<file path="src/rtl/mips_multicycle_control.sv">
// Main control FSM for the multicycle MIPS core: sequences fetch, decode,
// execute, memory and writeback, and stalls on the iterative divider.
module mips_multicycle_control #(
   parameter logic [5:0] DIV_FUNCT      = 6'b011010,
   parameter int         DIV_MAX_CYCLES = 64
) (
   input  logic       clk,
   input  logic       rst_n,
   input  logic [5:0] opcode,
   input  logic [5:0] funct,
   input  logic       zero,
   input  logic       div_done,
   output logic [3:0] state,
   output logic       pc_en,
   output logic       pc_write,
   output logic       branch,
   output logic [1:0] pc_src,
   output logic       iord,
   output logic       mem_write,
   output logic       ir_write,
   output logic       reg_dst,
   output logic       mem_to_reg,
   output logic       reg_write,
   output logic       alu_src_a,
   output logic [1:0] alu_src_b,
   output logic [1:0] alu_op,
   output logic       div_start,
   output logic       div_timeout
);

   localparam int              WD_W     = $clog2(DIV_MAX_CYCLES + 1);
   localparam logic [WD_W-1:0] WD_LIMIT = WD_W'(DIV_MAX_CYCLES);

   localparam logic [3:0] S_FETCH    = 4'd0;
   localparam logic [3:0] S_DECODE   = 4'd1;
   localparam logic [3:0] S_MEMADR   = 4'd2;
   localparam logic [3:0] S_MEMRD    = 4'd3;
   localparam logic [3:0] S_MEMWB    = 4'd4;
   localparam logic [3:0] S_MEMWR    = 4'd5;
   localparam logic [3:0] S_EXEC     = 4'd6;
   localparam logic [3:0] S_ALUWB    = 4'd7;
   localparam logic [3:0] S_BRANCH   = 4'd8;
   localparam logic [3:0] S_ADDIEXEC = 4'd9;
   localparam logic [3:0] S_ADDIWB   = 4'd10;
   localparam logic [3:0] S_JUMP     = 4'd11;
   localparam logic [3:0] S_DIVWAIT  = 4'd12;

   localparam logic [5:0] OP_LW    = 6'b100011;
   localparam logic [5:0] OP_SW    = 6'b101011;
   localparam logic [5:0] OP_RTYPE = 6'b000000;
   localparam logic [5:0] OP_BEQ   = 6'b000100;
   localparam logic [5:0] OP_ADDI  = 6'b001000;
   localparam logic [5:0] OP_J     = 6'b000010;

   logic [3:0]      state_q;
   logic [3:0]      state_d;
   logic [3:0]      dec_state;
   logic [WD_W-1:0] wd_cnt;
   logic            is_div;
   logic            wd_expired;
   logic            pc_write_dec;
   logic            ir_write_dec;
   logic            mem_write_dec;
   logic            reg_write_dec;

   assign state      = state_q;
   assign is_div     = (funct == DIV_FUNCT);
   assign wd_expired = (wd_cnt == WD_LIMIT);

   // NOTE: sequential state uses non-blocking assignments so every register
   // samples the pre-edge values of the others, independent of block order.
   always_ff @(posedge clk) begin
      if (!rst_n) begin
         state_q <= S_FETCH;
         wd_cnt  <= '0;
      end else begin
         state_q <= state_d;
         if (state_q == S_DIVWAIT) begin
            if (!wd_expired) wd_cnt <= wd_cnt + WD_W'(1);
         end else begin
            wd_cnt <= '0;
         end
      end
   end

   // NOTE: every always_comb output gets a default first, so no path through
   // the case statement can leave a signal unassigned and infer a latch.
   always_comb begin
      state_d = S_FETCH;
      case (state_q)
         S_FETCH:  state_d = S_DECODE;
         S_DECODE: begin
            case (opcode)
               OP_LW, OP_SW: state_d = S_MEMADR;
               OP_RTYPE:     state_d = S_EXEC;
               OP_BEQ:       state_d = S_BRANCH;
               OP_ADDI:      state_d = S_ADDIEXEC;
               OP_J:         state_d = S_JUMP;
               default:      state_d = S_FETCH;
            endcase
         end
         S_MEMADR:   state_d = (opcode == OP_SW) ? S_MEMWR : S_MEMRD;
         S_MEMRD:    state_d = S_MEMWB;
         S_EXEC:     state_d = is_div ? S_DIVWAIT : S_ALUWB;
         S_ADDIEXEC: state_d = S_ADDIWB;
         // div_done wins over a simultaneous watchdog expiry
         S_DIVWAIT: begin
            if (div_done)        state_d = S_ALUWB;
            else if (wd_expired) state_d = S_FETCH;
            else                 state_d = S_DIVWAIT;
         end
         default: state_d = S_FETCH;
      endcase
   end

   // While in reset the mux selects decode as FETCH; strobes are gated below.
   assign dec_state = rst_n ? state_q : S_FETCH;

   always_comb begin
      pc_write_dec  = 1'b0;
      ir_write_dec  = 1'b0;
      mem_write_dec = 1'b0;
      reg_write_dec = 1'b0;
      branch        = 1'b0;
      pc_src        = 2'b00;
      iord          = 1'b0;
      reg_dst       = 1'b0;
      mem_to_reg    = 1'b0;
      alu_src_a     = 1'b0;
      alu_src_b     = 2'b00;
      alu_op        = 2'b00;
      case (dec_state)
         S_FETCH: begin
            ir_write_dec = 1'b1;
            pc_write_dec = 1'b1;
            alu_src_b    = 2'b01;
         end
         S_DECODE: alu_src_b = 2'b11;
         S_MEMADR, S_ADDIEXEC: begin
            alu_src_a = 1'b1;
            alu_src_b = 2'b10;
         end
         S_MEMRD: iord = 1'b1;
         S_MEMWB: begin
            reg_write_dec = 1'b1;
            mem_to_reg    = 1'b1;
         end
         S_MEMWR: begin
            iord          = 1'b1;
            mem_write_dec = 1'b1;
         end
         S_EXEC, S_DIVWAIT: begin
            alu_src_a = 1'b1;
            alu_op    = 2'b10;
         end
         S_ALUWB: begin
            reg_write_dec = 1'b1;
            reg_dst       = 1'b1;
         end
         S_ADDIWB: reg_write_dec = 1'b1;
         S_BRANCH: begin
            alu_src_a = 1'b1;
            alu_op    = 2'b01;
            branch    = 1'b1;
            pc_src    = 2'b01;
         end
         S_JUMP: begin
            pc_write_dec = 1'b1;
            pc_src       = 2'b10;
         end
         default: ;
      endcase
   end

   assign pc_write    = rst_n & pc_write_dec;
   assign ir_write    = rst_n & ir_write_dec;
   assign mem_write   = rst_n & mem_write_dec;
   assign reg_write   = rst_n & reg_write_dec;
   assign pc_en       = rst_n & (pc_write_dec | (branch & zero));
   assign div_start   = rst_n & (state_q == S_EXEC) & is_div;
   assign div_timeout = rst_n & (state_q == S_DIVWAIT) & wd_expired & ~div_done;

endmodule

</file>
<file path="config.mk">
export PLATFORM = sky130hd
export DESIGN_NAME = mips_multicycle_control
export DESIGN_NICKNAME = d
export VERILOG_FILES = /design/src/rtl/mips_multicycle_control.sv
export SDC_FILE = /design/constraint.sdc
export NUM_CORES = 1
export LEC_CHECK = 0
export ABC_AREA = 1
export CAP_MARGIN = 20
export CORE_MARGIN = 2
export CORE_UTILIZATION = 45
export DETAILED_ROUTE_END_ITERATION = 7
export PLACE_DENSITY = 0.89
export SLEW_MARGIN = 40
export SYNTH_ARGS = -nofsm -noshare
export SYNTH_HDL_FRONTEND = slang
export SYNTH_SLANG_ARGS = --single-unit
</file>
<file path="constraint.sdc">
create_clock -name clk -period 2.2 [get_ports clk]
set_input_delay 0.55 -clock clk [delete_from_list [all_inputs] [get_ports clk]]
set_output_delay 0.55 -clock clk [all_outputs]
set_load 0.03 [all_outputs]
</file>
==> reports/qor.txt, run 1 <==
First-pass GRT wire length: 4690 um
Flop pwr share: 0.439
Critical Path AT: 1570 ps
Simple-Gate Fraction of Synth Area: 0.502
Maximum buffer depth of the clock tree: 2
Skew-Pair Late Insertion Delay: 270 ps
CTS Buf Count: 3
CP required: 1650 ps
Slew @ Worst Pin: 311 ps
Max incr delay on CP: 350 ps
Initial core utilization: 0.476
Synth Area in Compound Gates: 0.0988
Mux share of post-synthesis cell area: 0
XOR/XNOR share of the synthesized area: 0.0189
Row count: 16
EDFF count, synth: 0
HP Class: reg -> reg
Fin area: 1450 um2
Pin count of the biggest net entering global routing: 10
Maximum capacitance violations: 0
Internal power: 329 uW
Crit path from: wd_cnt[0]$_SDFFE_PN0P_
Routed Antenna Nets: 0
P per Cell Area: 322 nW/um2
Drt first pass iters: 4
Area leader, netlist: dfxtp_1
Pins Over Slew Limit: 0
Mapped Avg Cell Area: 5.74 um2
Max Fclk: 0.471 GHz
Mapped Area: 925 um2
CP most frequent cell: inv_1
TNS Setup: 0 ps
Combinational fraction of design power: 0.262
DP Area: 1370 um2
Ports: 38
Clock share of power: 0.298
Gr usage total: 0.238
Die width: 49.3 um
Initial antenna violation count: 0
Nets: 235
Post-Synth Adder-Cell Area: 0.0271
Top cells by count, synth: nor2_1, nand2_1, inv_1
Clock Skew: 3.19 ps
Clock root cell: clkbuf_4
Sequential standard cell area: 225 um2
Predominant post-synthesis flop cell: dfxtp_1
DRC: 0
Overflow left after global routing: 0
Critical path capture point type: output port
Period utilization: 0.965
Largest cells by area after synthesis: dfxtp_1, nor2_1, nand2_1
Rel. slew slack: 0.792
Die height: 49.3 um
Status: finished, final reports clean
Global placement routability congestion: 0.903
Die ar.: 2430 um2
Post-Synthesis Cells: 161
Layout fillers: 157
Syn_nets: 179
Grt met3 use: 0.0460
Final setup fails: 0
DR WL/cell: 11.5 um
Yosys reg bits: 11
Hold Vio Cnt, Final: 0
Max FO, Critical Path: 4
Port-buffer cells: 37
Worst Setup Start Kind: register
DR vias: 1201
Area of the multi-input gates: 636 um2
Worst r2r src: wd_cnt[0]$_SDFFE_PN0P_
Unique masters post-synth: 27
H-tree levels: 1
Max VDD drop: 310 uV
CTS tree: yes
Register area share after synthesis: 0.238
Asr flop ratio synth: 0
Detailed Place HPWL: 2120 um
Vias per cell: 4.94
Met1 usage: 0.295
Switching power: 138 uW
Yosys warning count: 0
Unrepaired setup endpoints after global routing: no
Antenna diode count: 0
Met2 usage: 0.432
Worst hold start: wd_cnt[6]$_SDFFE_PN0P_
Largest family of logic cells by synthesized area: simple AND/OR/NAND/NOR gates
Vias in the first global route: 1115
Synth top area share: 0.238
CTS sink cnt: 11
Clock-pin slew on the worst setup and hold paths: 70 ps
Crit path kind: reg -> out
Final WL: 2790 um
Crit path max-delay cell type: dfxtp_1
1st-iter DRT viols: 40
Core area: 1940 um2
Final Critical Period: 2120 ps
Syn-to-layout area delta: 57.0%
Top-count cell post-synth: nor2_1
Share of cells above drive strength 1: 0.301
Leakage: 0.000665 uW
GR peak layer: met2
Net Sw Frac: 0.296
Crit-path cells: inv_1, ha_1, inv_1, nor2_1, nand3_2, nor3_2, buf_4
what timing repair did:
item	4_1_cts	5_1_grt
setup buffers	0	4
resized for setup	1	12
hold endpoints to repair	0	0
setup endpoints to repair	15	8
cloned	0	0
hold buffers	0	0
worst max-delay path, delay by kind of cell (launching register included):
family | cells | cell delay, ps
adder cells (fa/ha/maj) | 1 | 150
flip-flops | 1 | 350
AND/OR/NAND/NOR | 3 | 490
buffers and inverters | 3 | 310
cell usage in the layout, fill, tap and decap left out, types with 2 or more instances in the layout:
cell type,Yosys,final
o21ai_0,5,5
nor2_2,3,8
nor3_2,0,2
nand2_2,2,3
a21oi_1,8,7
dfxtp_1,11,9
nand2_1,32,31
ha_1,2,2
nor2_1,43,38
inv_2,4,5
inv_1,18,17
nand3_1,13,12
nand3b_1,4,4
clkbuf_4,0,3
buf_4,1,35
clkdlybuf4s50_1,0,18
power by group through the flow:
stage / registers [uW] / logic (uW) / clock network [uW]
2_1_floorplan: 213 / 55.5 / 0
3_3_place_gp: 210 / 114 / 0
3_5_place_dp: 210 / 118 / 0
4_1_cts: 206 / 118 / 139
5_1_grt: 205 / 133 / 152
6_report: 205 / 122 / 139
flip-flops by register name, indices dropped and copies added, names as in the netlist:
| signal | flops |
|---|---|
| state | 4 |
| wd_cnt | 7 |
kinds of logic (layout without fill, tap and decap cells):
| logic type | count (synthesis) | count (layout) |
|---|---|---|
| xor+xnor | 2 | 2 |
| compound gates | 17 | 17 |
| buf+inv | 25 | 80 |
| simple gates | 104 | 104 |
| fa+ha+maj | 2 | 2 |
| flops | 11 | 11 |
worst paths after layout:
check	cells after the start	slack, ps	end
min	2	470	wd_cnt[6]$_SDFFE_PN0P_
max reg2reg	10	670	state[2]$_SDFF_PN0_
max	7	80	div_timeout
min reg2reg	2	470	wd_cnt[6]$_SDFFE_PN0P_
through the flow:
step           cells   util  setup WS [ps]  hold WS [ps]  total power, uW
3_3_place_gp     235  0.706           -159           458              324
5_1_grt          243  0.747           7.87           523              491
4_1_cts          239  0.719           3.04           475              463
2_1_floorplan    161      -          -14.8           445              268
3_5_place_dp     235  0.706           -238           461              328
6_report         243  0.747           76.1           474              467
layout make-up:
| type | count | area share |
|---|---|---|
| Sequential cell | 11 | 0.155 |
| Clock buffer | 4 | 0.0181 |
| Multi-Input combinational cell | 125 | 0.438 |
| Tap cell | 27 | 0.0233 |
| Timing Repair Buffer | 54 | 0.309 |
| Inverter | 22 | 0.0569 |
per-layer routing:
metal,vias to the layer above,share of wire
li1,617,-
met1,538,0.44
met2,44,0.51
met3,2,0.049
met4,0,0.0043
met5,-,0
Note: power is estimated with default switching activity, not from simulation.
==> run 2: changes to the inputs <==
TNS_END_PERCENT = 1   (was not set)
==> reports/qor.txt, run 2 (synthesis gave the netlist of run 1 again) <==
DRC: 0 (unchanged)
CTS tree: yes
Maximum capacitance violations: 0 (unchanged)
Maximum buffer depth of the clock tree: 2 (unchanged)
First-pass GRT wire length: 4550 um (-2.8%)
Initial antenna violation count: 0 (unchanged)
Net Sw Frac: 0.282 (-0.0136)
Clock Skew: 3.13 ps (-0.0570 ps)
Layout fillers: 172 (+9.6%)
Critical Path AT: 1570 ps (about the same)
Global placement routability congestion: 0.888 (-1.7%)
Clock-pin slew on the worst setup and hold paths: 60 ps (about the same)
Leakage: 0.000644 uW (-3.1%)
P per Cell Area: 322 nW/um2 (about the same)
TNS Setup: 0 ps (unchanged)
CP required: 1650 ps (about the same)
Most common cell after layout, fill and taps aside: nor2_1
CTS sink cnt: 11 (unchanged)
DR vias: 1205 (+0.33%)
WL met1: 1070 um (-12%)
H-tree levels: 1 (unchanged)
Port-buffer cells: 37 (unchanged)
Routed Antenna Nets: 0 (unchanged)
Critical path capture point type: output port
Final setup fails: 0 (unchanged)
Worst Setup Start Kind: register
Routed wl met3: 177 um (+28%)
Cell Count Post-Placement: 234 (-0.43%)
Crit path kind: reg -> out
Rel. slew slack: 0.786 (-0.00630)
Slew @ Worst Pin: 320 ps (+9.42 ps)
Internal power: 326 uW (-0.77%)
WP buf/inv: 2 (-1)
Core area: 1940 um2 (unchanged)
Syn-to-layout area delta: 52.8%
Top reg by flops: wd_cnt
Combinational fraction of design power: 0.258 (-0.004)
Max Fclk: 0.471 GHz (+0.13%)
Clock share of power: 0.288 (-0.010)
Nets: 230 (-2.1%)
Crit-path cells: inv_2, nor2_1, nand2_1, o21ai_0, nand2_1, o21ai_0, buf_4
Crit-path leading delay family: simple AND/OR/NAND/NOR gates
Ports: 38 (unchanged)
Vias in the first global route: 1109 (-0.54%)
Max incr delay on CP: 400 ps (+50 ps)
Skew-Pair Late Insertion Delay: 260 ps (about the same)
Pins Over Slew Limit: 0 (unchanged)
Clock root cell: clkbuf_4
Period utilization: 0.964 (-0.00123)
Max VDD drop: 511 uV (+65%)
Hold Vio Cnt, Final: 0 (unchanged)
Die ar.: 2430 um2 (unchanged)
Gr usage total: 0.231 (-0.00690)
Share of cells above drive strength 1: 0.270 (-0.0308)
Die width: 49.3 um (unchanged)
Final Critical Period: 2120 ps (-2.70 ps)
Final WL: 2720 um (-2.4%)
Overflow left after global routing: 0 (unchanged)
Non-Filler Instances: 238 (-2.1%)
Largest register FFs: 7 (unchanged)
Initial core utilization: 0.476 (unchanged)
1st-iter DRT viols: 36 (-10%)
Row count: 16 (unchanged)
Final WS setup: 78.8 ps (+2.70 ps)
Die height: 49.3 um (unchanged)
Detailed Place HPWL: 2260 um (+6.3%)
Drt first pass iters: 4 (unchanged)
Switching power: 128 uW (-7.1%)
Status: finished, final reports clean
CTS Buf Count: 3 (unchanged)
Crit path max-delay cell type: dfxtp_2
Uppermost layer routed: met4
Flop pwr share: 0.454 (+0.015)
DR WL/cell: 11.4 um (-0.31%)
Antenna diode count: 0 (unchanged)
Setup Buffers After CTS: 0 (unchanged)
Pre-CTS WS: -264 ps (-26.0 ps)
HP Class: reg -> reg
Leading cell types in the layout, fill and taps excluded: nor2_1, nand2_1, buf_4
Met2 wire length: 1450 um (+1.9%)
Max FO, Critical Path: 6 (+2)
WHS: 485 ps (+11.7 ps)
Pin count of the biggest net entering global routing: 10 (unchanged)
Vias per cell: 5.06 (+2.4%)
==> run 2: final timing paths <==
check,start,endpoint,slack (ps),cells past startpoint
max,state[0]$_SDFF_PN0_,alu_src_b[1],80,7
min,wd_cnt[6]$_SDFFE_PN0P_,wd_cnt[6]$_SDFFE_PN0P_,490,2
max reg2reg,wd_cnt[0]$_SDFFE_PN0P_,state[3]$_SDFF_PN0_,880,9
min reg2reg,wd_cnt[6]$_SDFFE_PN0P_,wd_cnt[6]$_SDFFE_PN0P_,490,2
==> run 2: power groups by stage <==
stage	sequential, uW	clock, uW	combinational, uW
after floorplan	213	0	55.2
after global placement	210	0	112
after detailed placement	210	0	116
after CTS	206	134	116
after global routing	206	150	127
final	206	131	117
==> run 2: metal layers <==
layer	GRT usage	vias up
met4	0.0238	0
met1	0.264	544
met3	0.0613	4
met2	0.437	53
li1	-	604
met5	0	-
==> run 2: final cells by class <==
cell class	count	area (um2)	area share
Multi-Input combinational cell	125	636	0.450
Timing Repair Buffer	49	410	0.291
Sequential cell	11	224	0.159
Inverter	22	82.6	0.0585
Tap cell	27	33.8	0.0239
Clock buffer	4	26.3	0.0186
==> run 2: worst min-delay path: cells and delay by family, from the launching register on <==
| family | cells | cell delay (ps) |
|---|---|---|
| flip-flops | 1 | 300 |
| buffers and inverters | 1 | 80 |
| AO/OA/AOI/OAI | 1 | 60 |
==> run 2: repair_timing <==
action | in CTS | in global routing
setup endpoints to repair | 17 | 10
hold buffers | 0 | 0
pin swaps | 0 | 1
gates resized for setup | 2 | 10
==> run 2: per-stage QoR <==
stage,power [uW],utilization,area (um2)
floorplan,268,-,933
global placement,322,0.700,1360
detailed placement,327,0.700,1360
CTS,456,0.713,1390
global route,484,0.727,1410
finish,455,0.727,1410
